## config.mk

```make
export PLATFORM = sky130hd
export DESIGN_NAME = mux_tree_pipe
export DESIGN_NICKNAME = d
export VERILOG_FILES = /design/src/rtl/mux_tree_pipe.sv
export SDC_FILE = /design/constraint.sdc
export NUM_CORES = 1
export LEC_CHECK = 0
export CAP_MARGIN = 25
export CORE_MARGIN = 10
export CORE_UTILIZATION = 25
export CTS_CLUSTER_DIAMETER = 40
export DETAILED_ROUTE_END_ITERATION = 10
export GPL_TIMING_DRIVEN = 0
export MAX_ROUTING_LAYER = met4
export SYNTH_ARGS = -nofsm -noshare
export SYNTH_HDL_FRONTEND = slang
export SYNTH_SLANG_ARGS = --single-unit
```

## constraint.sdc

```tcl
create_clock -name Clock -period 2.1 [get_ports Clock]
set_input_delay 0.315 -clock Clock [delete_from_list [all_inputs] [get_ports Clock]]
set_output_delay 0.315 -clock Clock [all_outputs]
set_load 0.1 [all_outputs]
```

## src/rtl/mux_tree_pipe.sv

```systemverilog
// Pipelined 2^SW-to-1 multiplexer built from registered 4-to-1 stages.
// The valid bit and the select that produced each entry travel with it; a scan counter can drive the select.
module mux_tree_pipe #(
  parameter int DW = 8,
  parameter int SW = 4
) (
  input  logic                    Clock,
  input  logic                    Resetn,
  input  logic [(1<<SW)*DW-1:0]   W,
  input  logic [SW-1:0]           S,
  input  logic                    En,
  input  logic                    Mode,
  output logic [DW-1:0]           f,
  output logic                    Valid,
  output logic [SW-1:0]           Sel_out
);

  localparam int LEVELS = SW / 2;

  logic [SW-1:0] r_cnt;
  logic [SW-1:0] w_sel;

  assign w_sel = Mode ? r_cnt : S;

  // The current accept uses the pre-increment count.
  always_ff @(posedge Clock or negedge Resetn) begin
    if (!Resetn) begin
      r_cnt <= '0;
    end else if (En && Mode) begin
      r_cnt <= r_cnt + 1'b1;
    end
  end

  for (genvar j = 1; j <= LEVELS; j++) begin : g_stage
    localparam int CNT = 1 << (SW - 2*j);
    localparam int LSB = 2*j - 2;

    logic [4*CNT*DW-1:0] w_src_dat;
    logic [SW-1:0]       w_src_sel;
    logic                w_src_vld;
    logic [CNT*DW-1:0]   w_nxt;
    logic [CNT*DW-1:0]   r_dat;
    logic [SW-1:0]       r_sel;
    logic                r_vld;

    if (j == 1) begin : g_in
      assign w_src_dat = W;
      assign w_src_sel = w_sel;
      assign w_src_vld = En;
    end else begin : g_chain
      assign w_src_dat = g_stage[j-1].r_dat;
      assign w_src_sel = g_stage[j-1].r_sel;
      assign w_src_vld = g_stage[j-1].r_vld;
    end

    always_comb begin
      w_nxt = '0;
      for (int g = 0; g < CNT; g++) begin
        w_nxt[g*DW +: DW] = w_src_dat[(4*g + int'(w_src_sel[LSB +: 2]))*DW +: DW];
      end
    end

    // Data and select hold while no entry arrives, so f/Sel_out keep their last delivery.
    always_ff @(posedge Clock or negedge Resetn) begin
      if (!Resetn) begin
        r_dat <= '0;
        r_sel <= '0;
        r_vld <= 1'b0;
      end else begin
        r_vld <= w_src_vld;
        if (w_src_vld) begin
          r_dat <= w_nxt;
          r_sel <= w_src_sel;
        end
      end
    end
  end

  assign f       = g_stage[LEVELS].r_dat;
  assign Sel_out = g_stage[LEVELS].r_sel;
  assign Valid   = g_stage[LEVELS].r_vld;

endmodule

```

Word-level counts from Yosys, hierarchy flattened
Cells that the tools add are included.
{"block": "word_totals", "elab_cells": 18, "out_inout_bits": 13, "regBits": 54}
{"block": "op_classes", "reduce_logical": 1, "n_addsub": 4, "shift": 5, "mux": 1}
{"op": "$shiftx A128 B9 Y8", "count": 2}
{"op": "$shiftx A128 B6 Y8", "count": 1}
{"op": "$shiftx A128 B8 Y8", "count": 1}
{"op": "$shiftx A32 B6 Y8", "count": 1}
{"op": "$add A4 B2 Y5 const A", "count": 2}
{"op": "$add A3 B2 Y4 const A", "count": 1}
{"op": "$add A4 B1 Y4 const B", "count": 1}
{"op": "$mux W4", "count": 1}
{"op": "$logic_and A1 B1 Y1", "count": 1}

Depth between registers and ports, before layout
Gate-level depths: netlist of run 1.
{"block": "depth", "word_depth": 3, "mapped_depth": 7}

Worst setup path after synthesis of run 1
No wires, ideal clock.
{"block": "synth_timing", "path_type": "reg-to-reg", "from": "register g_stage[1].r_sel[2]", "to": "register g_stage[2].r_dat[0], in the netlist f[0]", "setup_ps": 125, "arrival_time_ps": 1319, "period_less_slack_ps": 1445, "path_stages_with_launch": 4, "slack_ps": 655, "path_cell_list": "dfrtp_1 > buf_2 > mux4_2 > mux2_2"}
{"block": "synth_between", "elab_chain_len": 1}
{"item": "from (decl)", "line": "43", "rtl": "logic [SW-1:0] r_sel;"}
{"item": "from (signal assigned)", "line": "73", "rtl": "r_sel <= w_src_sel;"}
{"item": "$shiftx A32 B6 Y8", "line": "59", "rtl": "w_nxt[g*DW +: DW] = w_src_dat[(4*g + int'(w_src_sel[LSB +: 2]))*DW +: DW];"}
{"item": "to (signal assigned)", "line": "72", "rtl": "r_dat <= w_nxt;"}
{"item": "to (decl)", "line": "42", "rtl": "logic [CNT*DW-1:0] r_dat;"}
No other way between the ends.
A chain may end at the register's enable or synchronous reset.

Worst setup path after layout of run 1
{"block": "layout_timing", "from": "register g_stage[2].r_vld, in the netlist Valid", "to": "output port Valid"}
{"item": "from (decl)", "line": "44", "rtl": "logic r_vld;"}
{"item": "from (signal assigned)", "line": "70", "rtl": "r_vld <= w_src_vld;"}
{"item": "to (decl)", "line": "14", "rtl": "output logic Valid,"}
No word-level cell between the ends.

==> results.yml, run 1 <==
outcome:
  status: "finished with violations"
  violations: "negative hold slack"
timing:
  fmax_mhz: 486
  slew_headroom: 0.339
  min_period_over_period: 0.979
  maxSlewViolCount: 0
  rsz0062_at_grt: "false"
  hold_viol_final: 20
  skew_ps: 7.50
  period_needed_ps: 2060
  tightestPinTransition_ps: 995
  setup_viol_count_final: 0
  fin_hold_ws_ps: -13.1
worst_setup_path:
  cp_slowest_cell: "clkdlybuf4s50_1"
  arrival_ps: 1740
  crit_buf_inv: 1
  critPathMaxFanout: 1
  worstSetupPathType: "reg -> out"
  cp-start-kind: "register"
  crit_required_ps: 1780
  cp_top_family: "buffers and inverters"
  critPathCaptureType: "output port"
  crit_chain: "clkdlybuf4s50_1"
  slowest_delay_ps: 1130
cts:
  post_cts_buffers: 0
  root_buffer: "clkbuf_16"
  cts_tree: "done"
  clock_latency_ps: 290
  h-tree-depth: 2
  numCtsBuffers: 5
  clk_pin_slew_ps: 60
  hold_buffers: 0
  clock_tree.buffer_depth: 2
  clock-sinks: 54
drt:
  drc: 0
  wire_per_inst_um: 21.1
  ant_nets: 0
  num_vias: 4124
  routed_wl_um: 16300
  dr.pass1.iters: 6
  drt-vias-per-instance: 5.34
  first_iter_violations: 378
logic_synthesis:
  yosys_warnings: 0
  syn_nets: 572
  syn_area_per_cell_um2: 8.27
  ys_seq_elements: 54
  yosysSeqAreaShare: 0.376
  synthesis.area_um2: 3600
  postSynthCellCount: 435
  synth_cell_type_count: 26
floorplanning:
  dieWidth_um: 140
  dieArea_um2: 19600
  design.portCount: 149
  die_height_um: 140
  start_util: 0.257
  core.rowCount: 43
  coreArea_um2: 14000
power:
  power.clock.fraction: 0.147
  switching_share: 0.470
  p_sw_mw: 2.53
  combPwrFrac: 0.556
  seq_power_share: 0.297
  ir_drop_uv: 409
  p_int_mw: 2.86
  powerDensity_nw_per_um2: 992
  leakage_nw: 2.01
grt:
  top_usage_layer: "met2"
  antenna_found_initial: 2
  grt_max_degree: 35
  grt_pass1_vias: 4302
  gr-usage-met3: 0.0274
  met2_usage: 0.271
  grt.met1_usage: 0.202
  grt_pass1_wl_um: 24900
  grt_usage: 0.164
  overflow: 0
finish:
  area_growth_pct: 51.0
  nFillCells: 1446
  layout-drive-gt1-share: 0.0831
  fin_util: 0.388
  final_cell_mix: "clkdlybuf4s50_1, nor2_1, o21ai_0"
  final_common_cell: "clkdlybuf4s50_1"
  final_area_um2: 5430
  finalNetCount: 727
run:
  max_cap_violations: 0
placed_design:
  port_buffers: 147
  dpl_cell_area_um2: 5310
  globalplace.congestion: 0.871
  dp_hpwl_um: 13300
hold_path:
  hp-class: "in -> async"
power groups by stage:
stage	sequential, mW	combinational (mW)	clock [mW]
after global routing	1.64	3.22	0.845
final	1.60	3.00	0.793
after global placement	1.61	2.99	0
after floorplan	2.27	1.33	0
after detailed placement	1.63	3.05	0
after CTS	1.60	2.99	0.811
cells by family (layout without fill, tap and decap cells):
kind of cell | count (synthesis) | count (layout) | share of synthesized area
AO/OA/AOI/OAI | 197 | 197 | 0.330
XOR/XNOR | 3 | 3 | 0.00731
adder cells (fa/ha/maj) | 1 | 1 | 0.00348
buffers and inverters | 47 | 202 | 0.0640
flip-flops | 54 | 54 | 0.376
multiplexers | 24 | 24 | 0.0991
other | 0 | 2 | 0
AND/OR/NAND/NOR | 109 | 109 | 0.120
layer usage:
metal / up-vias / wire length, um / part of all wire
met5: - / 0 / 0
met1: 2006 / 7170 / 0.44
met2: 175 / 7880 / 0.48
li1: 1926 / - / -
met3: 17 / 950 / 0.058
met4: 0 / 286 / 0.018
flip-flops by register name (all words and copies together) (netlist names):
name / flops
f: 8
r_cnt: 4
Sel_out: 4
Valid: 1
g_stage.r_dat: 32
g_stage.r_sel: 4
g_stage.r_vld: 1
worst paths after layout:
kind	startpoint	end	slack [ps]	cells after the start
setup / recovery	Valid	Valid	40	1
hold / removal	Resetn	f[7]	-10	1
setup reg to reg	r_cnt[0]	g_stage[1].r_dat[13]	340	5
hold reg to reg	g_stage[1].r_vld	Valid	450	0
max in group asynchronous	Resetn	g_stage[1].r_dat[4]	1550	2
min in group Clock	g_stage[1].r_vld	Valid	450	0
cell usage after synthesis (all sizes together):
cell	instances	area [um2]
a21oi	3	15.0
a31oi	33	206
and2b	1	7.51
buf	23	139
clkbuf	22	83.8
dfrtp	54	1350
ha	1	12.5
inv	2	7.50
mux2	13	146
mux2i	3	30.0
mux4	8	180
nand2	3	11.3
nand2b	1	13.8
nand3	2	10.0
nor2	102	390
o21ai	97	485
o22ai	32	200
o2bb2ai	32	280
xnor2	2	17.5
xor2	1	8.76
through the flow:
step / instances / hold WS (ps) / total power [mW] / TNS [ps] / setup slack [ps]
2_1_floorplan: 435 / 19.4 / 3.60 / 0 / 655
3_3_place_gp: 762 / 437 / 4.60 / -52390 / -973
3_5_place_dp: 763 / 313 / 4.68 / -688 / -91.9
4_1_cts: 770 / 1.77 / 5.40 / 0 / 17.8
5_1_grt: 772 / 30.1 / 5.71 / 0 / 7.62
6_report: 772 / -13.1 / 5.39 / 0 / 43.9
timing repair:
action / CTS / global route
endpoints found under the hold margin: 0 / 0
resized for setup: 12 / 0
endpoints found under the setup margin: 12 / 0
cell type report:
cell class,instances,area (um2),share of cell area
Multi-Input combinational cell,334,2020,0.371
Timing Repair Buffer,148,1470,0.271
Sequential cell,54,1350,0.249
Tap cell,180,225,0.0415
Buffer,45,223,0.0410
Clock buffer,7,133,0.0244
Inverter,2,7.51,0.00138
Antenna cell,2,5.00,0.000921
Power figures use the tool's default switching activity.
==> inputs of run 2 (changes only) <==
Settings changed: CORE_UTILIZATION 25 to 30.
==> results.yml, run 2 (same netlist as run 1, synthesis figures left out) <==
drt:
  wire_per_inst_um: 21.4
  num_vias: 4051
  first_iter_violations: 371
  ant_nets: 0
  dr.pass1.iters: 5
  routed_wl_um: 15800
  drt-vias-per-instance: 5.51
  drc: 0
finish:
  layout-drive-gt1-share: 0.0880
  area_growth_pct: 51.2
  fin_util: 0.470
  final_area_um2: 5440
  nFillCells: 1128
  instances_no_fill: 735
  final_common_cell: "clkdlybuf4s50_1"
  largest-register: "g_stage.r_dat"
  largest_reg_flops: 32
  final_cell_mix: "clkdlybuf4s50_1, nor2_1, o21ai_0"
  finalNetCount: 727
cts:
  clk_pin_slew_ps: 70
  root_buffer: "clkbuf_16"
  numCtsBuffers: 5
  clock_latency_ps: 300
  clock-sinks: 54
  cts_tree: "done"
  h-tree-depth: 2
  clock_tree.buffer_depth: 2
  hold_buffers: 0
timing:
  rsz0062_at_grt: "false"
  setup_viol_count_final: 0
  slew_headroom: 0.344
  tightestPinTransition_ps: 982
  period_needed_ps: 1870
  min_period_over_period: 0.889
  hold_viol_final: 0
  maxSlewViolCount: 0
  fmax_mhz: 535
  skew_ps: 4.58
  fin_hold_ws_ps: 26.5
worst_setup_path:
  arrival_ps: 2010
  worstSetupPathType: "in -> reg"
  critPathMaxFanout: 10
  slowest_delay_ps: 460
  cp-start-kind: "input port"
  crit_required_ps: 2240
  crit_chain: "clkdlybuf4s50_1 -> buf_6 -> nand2_1 -> buf_1 -> o22ai_1 -> o21ai_1 -> a31oi_1"
  cp_top_family: "buffers and inverters"
  crit_buf_inv: 3
  r2r_start: "r_cnt[0]"
  timing.critical_path.from: "Mode"
  critPathCaptureType: "register"
  cp_slowest_cell: "clkdlybuf4s50_1"
placed_design:
  port_buffers: 147
  dp_hpwl_um: 12800
  dp_cells: 726
  globalplace.congestion: 0.912
  dpl_cell_area_um2: 5260
grt:
  antenna_found_initial: 1
  grt_pass1_wl_um: 24000
  grt_max_degree: 30
  grt_usage: 0.191
  overflow: 0
  grt_pass1_vias: 4124
power:
  leakage_nw: 2.06
  ir_drop_uv: 423
  powerDensity_nw_per_um2: 1030
floorplanning:
  start_util: 0.311
  design.portCount: 149
  dieArea_um2: 16800
  die_height_um: 130
  core.rowCount: 39
  coreArea_um2: 11600
  dieWidth_um: 130
run:
  max_cap_violations: 0
hold_path:
  hp-class: "in -> async"
outcome:
  status: "completed"
==> run 2: area by class of cell <==
class	instances	area [um2]	area share
Multi-Input combinational cell	334	2020	0.371
Timing Repair Buffer	148	1480	0.272
Sequential cell	54	1350	0.249
Buffer	45	223	0.0410
Tap cell	143	179	0.0329
Clock buffer	6	139	0.0255
Clock inverter	2	38.8	0.00713
Inverter	2	7.51	0.00138
Antenna cell	1	2.50	0.000460
==> run 2: final timing paths <==
check,endpoint,slack [ps],cells after the start
max,g_stage[1].r_dat[13],230,7
min,g_stage[1].r_dat[5],30,1
max reg2reg,g_stage[1].r_dat[14],350,6
min reg2reg,Valid,440,0
max in group asynchronous,g_stage[1].r_dat[17],1500,2
min in group Clock,Valid,440,0
==> run 2: worst reg2reg max path, cell delays in order, from the launching register on <==
cell and delay, ps:
dfrtp_1 380, buf_2 190, inv_1 160, clkbuf_1 420, o21ai_0 170, o2bb2ai_1 160
a31oi_1 190
==> run 2: what timing repair did <==
item,CTS,global route
gates resized for setup,10,3
endpoints found under the setup margin,10,3
hold endpoints to repair,0,0
setup buffers,0,0
==> run 2: through the flow <==
stage	worst slack (ps)	total power, mW	setup TNS, ps
after floorplan	655	3.60	0
after global placement	-948	4.60	-50930
after detailed placement	-42.0	4.66	-130
after CTS	0.0906	5.58	0
after global routing	117	5.89	0
final	233	5.58	0
==> run 2: metal layers <==
metal  vias to the layer above  track usage  wire (um)
met5                         -            -          0
met2                       147        0.312       7830
li1                       1926            -          -
met1                      1969        0.249       6920
met3                         9       0.0196        825
met4                         0       0.0437        179
==> run 2: where the power goes <==
part	switching [mW]	internal [mW]
sequential	0.213	1.38
combinational	1.95	1.05
clock	0.389	0.600
